`config.mk`:
```
export PLATFORM = sky130hd
export DESIGN_NAME = krnl_stream_merge_rr
export DESIGN_NICKNAME = d
export VERILOG_FILES = /design/src/rtl/krnl_stream_merge_rr.sv
export SDC_FILE = /design/constraint.sdc
export NUM_CORES = 1
export LEC_CHECK = 0
export BUFFER_PORTS_ARGS = -buffer_cell sky130_fd_sc_hd__buf_2
export CORE_AREA = 8 8 246 248
export DETAILED_ROUTE_END_ITERATION = 16
export DIE_AREA = 0 0 254 256
export GPL_ROUTABILITY_DRIVEN = 0
export PLACE_DENSITY = 0.45
export SYNTH_ARGS = -nofsm -noshare
export SYNTH_HDL_FRONTEND = slang
export SYNTH_SLANG_ARGS = --single-unit
```
`constraint.sdc`:
```
create_clock -name ap_aclk -period 4.6 [get_ports ap_aclk]
set_clock_uncertainty 0.05 [all_clocks]
set_input_delay 1.38 -clock ap_aclk [delete_from_list [all_inputs] [get_ports ap_aclk]]
set_output_delay 1.38 -clock ap_aclk [all_outputs]
set_load 0.02 [all_outputs]
```
`src/rtl/krnl_stream_merge_rr.sv`:
```
// Round-robin merger of NUM_CH valid/ready streams into one registered output
// stream, forwarding a fixed beat budget per start and pulsing done at the end.
module krnl_stream_merge_rr #(
    parameter int NUM_CH     = 8,
    parameter int DATA_WIDTH = 64,
    parameter int LEN_WIDTH  = 32,
    parameter int TAG_MODE   = 0
) (
    input  logic                         ap_aclk,
    input  logic                         ap_rst_n,
    input  logic                         ctrl_start,
    input  logic [LEN_WIDTH-1:0]         ctrl_length,
    input  logic [NUM_CH-1:0]            ch_mask,
    output logic                         ctrl_busy,
    output logic                         ctrl_done,
    output logic                         ctrl_err,
    input  logic [NUM_CH*DATA_WIDTH-1:0] s_tdata,
    input  logic [NUM_CH-1:0]            s_tvalid,
    output logic [NUM_CH-1:0]            s_tready,
    output logic [DATA_WIDTH-1:0]        m_tdata,
    output logic                         m_tvalid,
    input  logic                         m_tready
);

    localparam int CH_BITS = (NUM_CH > 2) ? $clog2(NUM_CH) : 1;

    typedef enum logic [1:0] {
        IDLE,
        RUN,
        DRAIN
    } state_t;

    state_t               state;
    logic [LEN_WIDTH-1:0] len_q;
    logic [LEN_WIDTH-1:0] issued;
    logic [NUM_CH-1:0]    mask_q;
    logic [CH_BITS-1:0]   rr_ptr;

    logic [NUM_CH-1:0]     req;
    logic                  found_lo;
    logic                  found_hi;
    logic [CH_BITS-1:0]    grant_lo;
    logic [CH_BITS-1:0]    grant_hi;
    logic [CH_BITS-1:0]    grant;
    logic [CH_BITS-1:0]    grant_next;
    logic                  load_ok;
    logic                  take;
    logic [LEN_WIDTH-1:0]  issued_inc;
    logic [DATA_WIDTH-1:0] ch_data [NUM_CH];
    logic [DATA_WIDTH-1:0] beat;

    assign req        = s_tvalid & mask_q;
    assign load_ok    = !m_tvalid || m_tready;
    assign take       = (state == RUN) && found_lo && load_ok;
    assign issued_inc = issued + LEN_WIDTH'(1);
    assign ctrl_busy  = (state != IDLE);
    assign grant_next = (grant == CH_BITS'(NUM_CH - 1)) ? '0 : grant + CH_BITS'(1);

    // Two priority searches: lowest requester at or above rr_ptr, else lowest
    // overall (the wrapped case). Descending loop leaves the lowest index last.
    always_comb begin
        // NOTE: every always_comb output gets a default first, so no latch is inferred.
        found_lo = 1'b0;
        found_hi = 1'b0;
        grant_lo = '0;
        grant_hi = '0;
        for (int i = NUM_CH - 1; i >= 0; i--) begin
            if (req[i]) begin
                found_lo = 1'b1;
                grant_lo = CH_BITS'(i);
                if (CH_BITS'(i) >= rr_ptr) begin
                    found_hi = 1'b1;
                    grant_hi = CH_BITS'(i);
                end
            end
        end
        grant = found_hi ? grant_hi : grant_lo;
    end

    always_comb begin
        s_tready = '0;
        if (take) begin
            s_tready[grant] = 1'b1;
        end
    end

    always_comb begin
        for (int i = 0; i < NUM_CH; i++) begin
            ch_data[i] = s_tdata[i*DATA_WIDTH +: DATA_WIDTH];
        end
        beat = ch_data[grant];
        if (TAG_MODE != 0) begin
            beat[DATA_WIDTH-1 -: CH_BITS] = grant;
        end
    end

    always_ff @(posedge ap_aclk) begin
        if (!ap_rst_n) begin
            state     <= IDLE;
            len_q     <= '0;
            issued    <= '0;
            mask_q    <= '0;
            rr_ptr    <= '0;
            m_tvalid  <= 1'b0;
            m_tdata   <= '0;
            ctrl_done <= 1'b0;
            ctrl_err  <= 1'b0;
        end else begin
            // NOTE: sequential state uses <= so every register sees pre-edge values.
            ctrl_done <= 1'b0;
            ctrl_err  <= 1'b0;

            // A new load in the same cycle overrides the drop below.
            if (m_tvalid && m_tready) begin
                m_tvalid <= 1'b0;
            end
            if (take) begin
                m_tvalid <= 1'b1;
                m_tdata  <= beat;
                issued   <= issued_inc;
                rr_ptr   <= grant_next;
            end

            case (state)
                IDLE: begin
                    if (ctrl_start) begin
                        len_q  <= ctrl_length;
                        mask_q <= ch_mask;
                        issued <= '0;
                        if (ctrl_length == '0) begin
                            ctrl_done <= 1'b1;
                        end else if (ch_mask == '0) begin
                            ctrl_done <= 1'b1;
                            ctrl_err  <= 1'b1;
                        end else begin
                            state <= RUN;
                        end
                    end
                end
                RUN: begin
                    if (take && (issued_inc == len_q)) begin
                        state <= DRAIN;
                    end
                end
                DRAIN: begin
                    if (m_tvalid && m_tready) begin
                        state     <= IDLE;
                        ctrl_done <= 1'b1;
                    end
                end
                default: state <= IDLE;
            endcase
        end
    end

endmodule

```
# Yosys cells after proc, flatten, opt, wreduce, memory -nomap -nowiden
# Cells that the tools add are included.
[word_totals]
ff_bits = 144
[classes]
addsub = 2
order_cmp = 11
eq_ne = 9
n_mux = 72
bitwise = 5
reduce_logical = 15
[op_table]
columns = ["operator", "n"]
rows = [
  ["$bmux W64 S3", 1],
  ["$mux W64", 2],
  ["$mux W32", 3],
  ["$mux W3", 26],
  ["$add A32 B1 Y32 const B", 1],
  ["$eq A32 B32 Y1", 1],
  ["$logic_not A32 Y1", 1],
  ["$mux W1", 31],
  ["$ge A3 B3 Y1 const A", 4],
  ["$mux W2", 5],
  ["$and A8 B8 Y8", 1],
  ["$logic_not A8 Y1", 1],
  ["$mux W8", 1],
  ["$ne A2 B2 Y1 const B", 4],
  ["$ge A1 B3 Y1 const A", 2],
  ["$ge A2 B3 Y1 const A", 2],
  ["$pmux W2 S3", 1],
  ["$logic_and A1 B1 Y1", 5],
  ["$reduce_and A5 Y1", 1],
  ["$ge A4 B4 Y1 const B", 1],
  ["$lt A3 B4 Y1 const B", 1],
  ["$not A3 Y4", 1],
  ["$reduce_bool A2 Y1", 2],
  ["$reduce_or A4 Y1", 1],
  ["13 further kinds", 15],
]

# Depth between registers and ports, before layout
[logic_depth]
word_depth = 23
ltp_mapped = 13
mapped_depth_nobuf = 10

# Worst setup path after synthesis
# Ideal clock, no wire load.
[synth_path]
path_type = "input -> output"
from = "in s_tvalid[1]"
to = "out s_tready[0]"
arrival_ps = 3397
t_required_ps = 3170
path_slack_ps = -227
stages = 8
path_buffers = 3
path_cell_list = "a22oi_1 a41oi_1 and2_1 clkbuf_1 clkbuf_1 buf_1 nand2_1 nor3_1"
[synth_via]
elab_chain_len = 10
[synth_rtl]
columns = ["item", "line_no", "rtl"]
rows = [
  ["from (decl)", "18", "input logic [NUM_CH-1:0] s_tvalid,"],
  ["$and A8 B8 Y8 *", "52", "assign req = s_tvalid & mask_q;"],
  ["$mux W3 / $mux W1 (equally long branches)", "68", "if (req[i]) begin"],
  ["$mux W3 / $mux W1 (equally long branches)", "71", "if (CH_BITS'(i) >= rr_ptr) begin"],
  ["$mux W3 / $mux W1 (equally long branches)", "68", ""],
  ["$mux W3", "77", "grant = found_hi ? grant_hi : grant_lo;"],
  ["$lt A3 B4 Y1 (implied by the code) / $ge A3 B1 Y1 (equally long branches)", "83", "s_tready[grant] = 1'b1;"],
  ["$logic_and A1 B1 Y1 (implied by the code)", "83", ""],
  ["$mux W1 (implied by the code)", "83", ""],
  ["$demux W1 S3", "83", ""],
  ["$mux W8 *", "82", "if (take) begin"],
  ["to (decl)", "19", "output logic [NUM_CH-1:0] s_tready,"],
]
# Mark *: on every way between the ends. The rest lies on a longest branch, timed or not.

# Final worst setup path
[layout_path]
from = "in s_tvalid[2]"
to = "out s_tready[7]"
[layout_via]
elab_chain_len = 12
[layout_rtl]
columns = ["item", "line_no"]
rows = [
  ["$and A8 B8 Y8 *", "52"],
  ["$mux W3 / $mux W1 (equally long branches)", "68"],
  ["$mux W3 / $mux W1 (equally long branches)", "71"],
  ["$mux W3 / $mux W1 (equally long branches)", "68"],
  ["$mux W3 / $mux W1 (equally long branches)", "71"],
  ["$mux W3 / $mux W1 (equally long branches)", "68"],
  ["$mux W3", "77"],
  ["$lt A3 B4 Y1 (implied by the code) / $ge A3 B1 Y1 (equally long branches)", "83"],
  ["$logic_and A1 B1 Y1 (implied by the code)", "83"],
  ["$mux W1 (implied by the code)", "83"],
  ["$demux W1 S3", "83"],
  ["$mux W8 *", "82"],
]
# Marks and branches as above.

==> run metrics <==
WS Path Type in2out; pre-CTS setup slack -0.2033 ns; number of synthesized flops with an enable pin 0; crit path capture s_tready[7]; commonest non-fill, non-tap cell in the layout buf_2; final instance area 17,040 sq um; Post-Syn Nets 2,204; Core Region 56,810 sq um; met3 WL 7626 microns; maximum clock insertion buffer count 2; drt total wl 83,970 microns; CP endpoint kind primary output; warnings from Yosys 0; R2R Path Start rr_ptr[1]$_SDFFE_PN0P_; initial DRC count 1,385; WL/cell 27.96 microns; initial antenna violation count 78; commonest cells after routing, fill and taps aside buf_2 (638), nand2_1 (230), dfxtp_1 (144); Critical R2R Capture m_tdata[7]$_SDFFE_PN0P_; met2 wire len 39,210 microns; Critical Path RT 3.17 ns; Area Overhead vs Synth 39.53%; flops & latches, synth 144; DR top layer met5; first-pass GRT wire length 117,700 microns; IO buf count 639; Tmin final 4.524 ns; WL met1 34,220 microns; Max rail drop VDD a little under 0.3 mV; DR vias/cell 5.419; worst reg-to-reg path cell count 10; Top FF cell, synth dfxtp_1; sequential fraction of the synthesis area 0.2360; relative slew slack 0.3124; maxcap violations 0; CTS tree yes; top fanout value on the critical path 5; Slew Limit Fails 0; ANT nets after route 0; Cell Pwr Density 300.7 nW/um^2; I/O pins 640; CTS Sinks 144; DR DRC count 0; Critical Path Start s_tvalid[2]; status complete, no violations; critical path arrival 3.09 ns; fmax roughly 220 MHz; Startpoint Class input pin; Pleak roughly 7.7 nW; Initial Utilization 0.2150; Hold/Removal Path Class reg2reg; vias in the first global route ~16k; setup violators final 0; Die Y 256 microns; final hold viol count 0; asr flop ratio synth 0; DR pass1 iterations 5; H-tree depth 4; post-synthesis cell count 1,637; remaining global-route overflow 0; dpl cell area 16,330 sq um; largest net degree at the start of global routing ~160; clock transition at the registers of the reported paths ~0.070 ns; R2R setup slack 0.90 ns; setup ws final 0.07630 ns; Die Wd 254 microns; total track usage 0.2475; clock latency at the later pin of the worst-skew pair 0.50 ns; Fillers 6,304; Nets 2,762; root buffer cell clkbuf_16; share of layout cells above drive strength 1 0.3859; Yosys cell types 76; Mean Syn Cell Area approximately 7.5 sq um; Synth Cell Area 12,220 sq um; row count 88; slew at the pin closest to its max-slew limit 1.031 ns; postcts setup bufs 0; CTS Buf Count 17; vias post-DR around 16k; unrepaired setup endpoints after global routing no; post-layout util 0.3000; die area 65,020 sq um; Period Utilization, post-route 0.9834; CTS Hold Bufs 0; detailed placement HPWL 66,100 microns
[power by group]
group / switching, mW / leakage (nW) / internal (mW)
combinational: 1.41 / 6.28 / 0.819
sequential: 0.0649 / 1.17 / 1.33
clock: 0.728 / 0.287 / 0.772
total: 2.20 / 7.74 / 2.92
[stage by stage]
step / hold WS (ns) / power [mW] / TNS [ns] / std cells
6_report: 0.4566 / 5.124 / 0 / 3003
2_1_floorplan: 0.4202 / 2.666 / -0.009814 / 1637
5_1_grt: 0.4751 / 5.389 / 0 / 2990
4_1_cts: 0.4554 / 5.183 / 0 / 2973
3_3_place_gp: 0.4298 / 3.632 / -0.2422 / 2941
3_5_place_dp: 0.4365 / 3.644 / -0.5208 / 2941
[routing by layer]
metal / vias up / global-route usage
met4: 32 / 0.09074
met3: 185 / 0.08284
met2: 821 / 0.4039
li1: 7351 / -
met1: 7884 / 0.2987
met5: - / 0
[worst min-delay path by stage]
stage,startpoint,slack [ns],endpoint,cells past startpoint
detailed placement,len_q[26]$_SDFFE_PN0P_,0.44,len_q[26]$_SDFFE_PN0P_,1
finish,issued[31]$_SDFF_PN0_,0.46,issued[31]$_SDFF_PN0_,2
global placement,issued[31]$_SDFF_PN0_,0.43,issued[31]$_SDFF_PN0_,2
global route,len_q[26]$_SDFFE_PN0P_,0.48,len_q[26]$_SDFFE_PN0P_,1
CTS,issued[31]$_SDFF_PN0_,0.46,issued[31]$_SDFF_PN0_,2
floorplan,len_q[0]$_SDFFE_PN0P_,0.42,len_q[0]$_SDFFE_PN0P_,1
[critical path: stages]
cell and delay, ns:
buf_2 0.12, and3b_1 0.19, and2_2 0.24, o21ai_0 0.23, a21oi_2 0.11, o22a_4 0.27, inv_1 0.09, nand2_2 0.11
nor3_1 0.15, buf_2 0.19
[area by class of cell]
class / count / area (sq um) / area share
well taps: 765 / 957.2 / 0.05616
inverters: 117 / 442.9 / 0.02599
clock buffers: 17 / 425.4 / 0.02496
diodes: 30 / 75.07 / 0.004405
clock inverters: 15 / 167.7 / 0.009837
flip-flops and latches: 144 / 2883 / 0.1691
multi-input cells: 1205 / 8309 / 0.4875
repair buffers: 710 / 3784 / 0.2220
[repair_timing]
| action | 4_1_cts | 5_1_grt |
|---|---|---|
| resized for setup | 2 | 9 |
| pin swaps | 1 | 0 |
| hold endpoints to repair | 0 | 0 |
| setup endpoints to repair | 4 | 8 |
[state kept, by name, summed over array words and instances (netlist names)]
signal,count
ctrl_done,1
ctrl_err,1
issued,32
len_q,32
m_tdata,64
m_tvalid,1
mask_q,8
rr_ptr,3
state,2
[synthesized netlist by cell type, types with 4 or more instances]
library cell | instances | share of area
nor4_1 | 17 | 0.0087
xor2_1 | 31 | 0.022
xnor2_1 | 37 | 0.027
nand2_1 | 233 | 0.072
buf_2 | 31 | 0.013
and4_1 | 5 | 0.0036
dfxtp_1 | 144 | 0.24
mux2i_1 | 55 | 0.045
clkbuf_8 | 6 | 0.0068
a2111oi_0 | 63 | 0.045
nand4_1 | 19 | 0.0097
and2_1 | 8 | 0.0041
nor2_1 | 44 | 0.014
nand3_1 | 42 | 0.017
nor3_1 | 24 | 0.0098
a21oi_1 | 26 | 0.011
buf_4 | 5 | 0.0031
or3_1 | 4 | 0.0020
o2111ai_1 | 5 | 0.0036
nand3b_1 | 5 | 0.0031
inv_1 | 115 | 0.035
a32oi_1 | 55 | 0.039
and3_1 | 69 | 0.035
clkbuf_1 | 121 | 0.037
a31oi_1 | 5 | 0.0026
o31ai_1 | 54 | 0.033
a22oi_1 | 14 | 0.0086
o21ai_0 | 88 | 0.036
a22o_1 | 39 | 0.028
a31o_2 | 54 | 0.039
a211oi_1 | 119 | 0.073
buf_1 | 6 | 0.0018
a21boi_0 | 5 | 0.0031
nand2b_1 | 4 | 0.0020
mux2_2 | 10 | 0.0092
o2111a_1 | 10 | 0.0092
[cell families (layout without fill, tap and decap cells)]
logic type,Yosys count,after routing,synth area share
adder cells (fa/ha/maj),3,3,0.003073
XOR/XNOR,68,68,0.04876
other,0,30,0
buffers and inverters,288,859,0.09936
multiplexers,65,65,0.05429
AO/OA/AOI/OAI,575,575,0.3598
AND/OR/NAND/NOR,494,494,0.1987
flip-flops,144,144,0.2360
No activity file was read; power rests on OpenSTA's default activity.
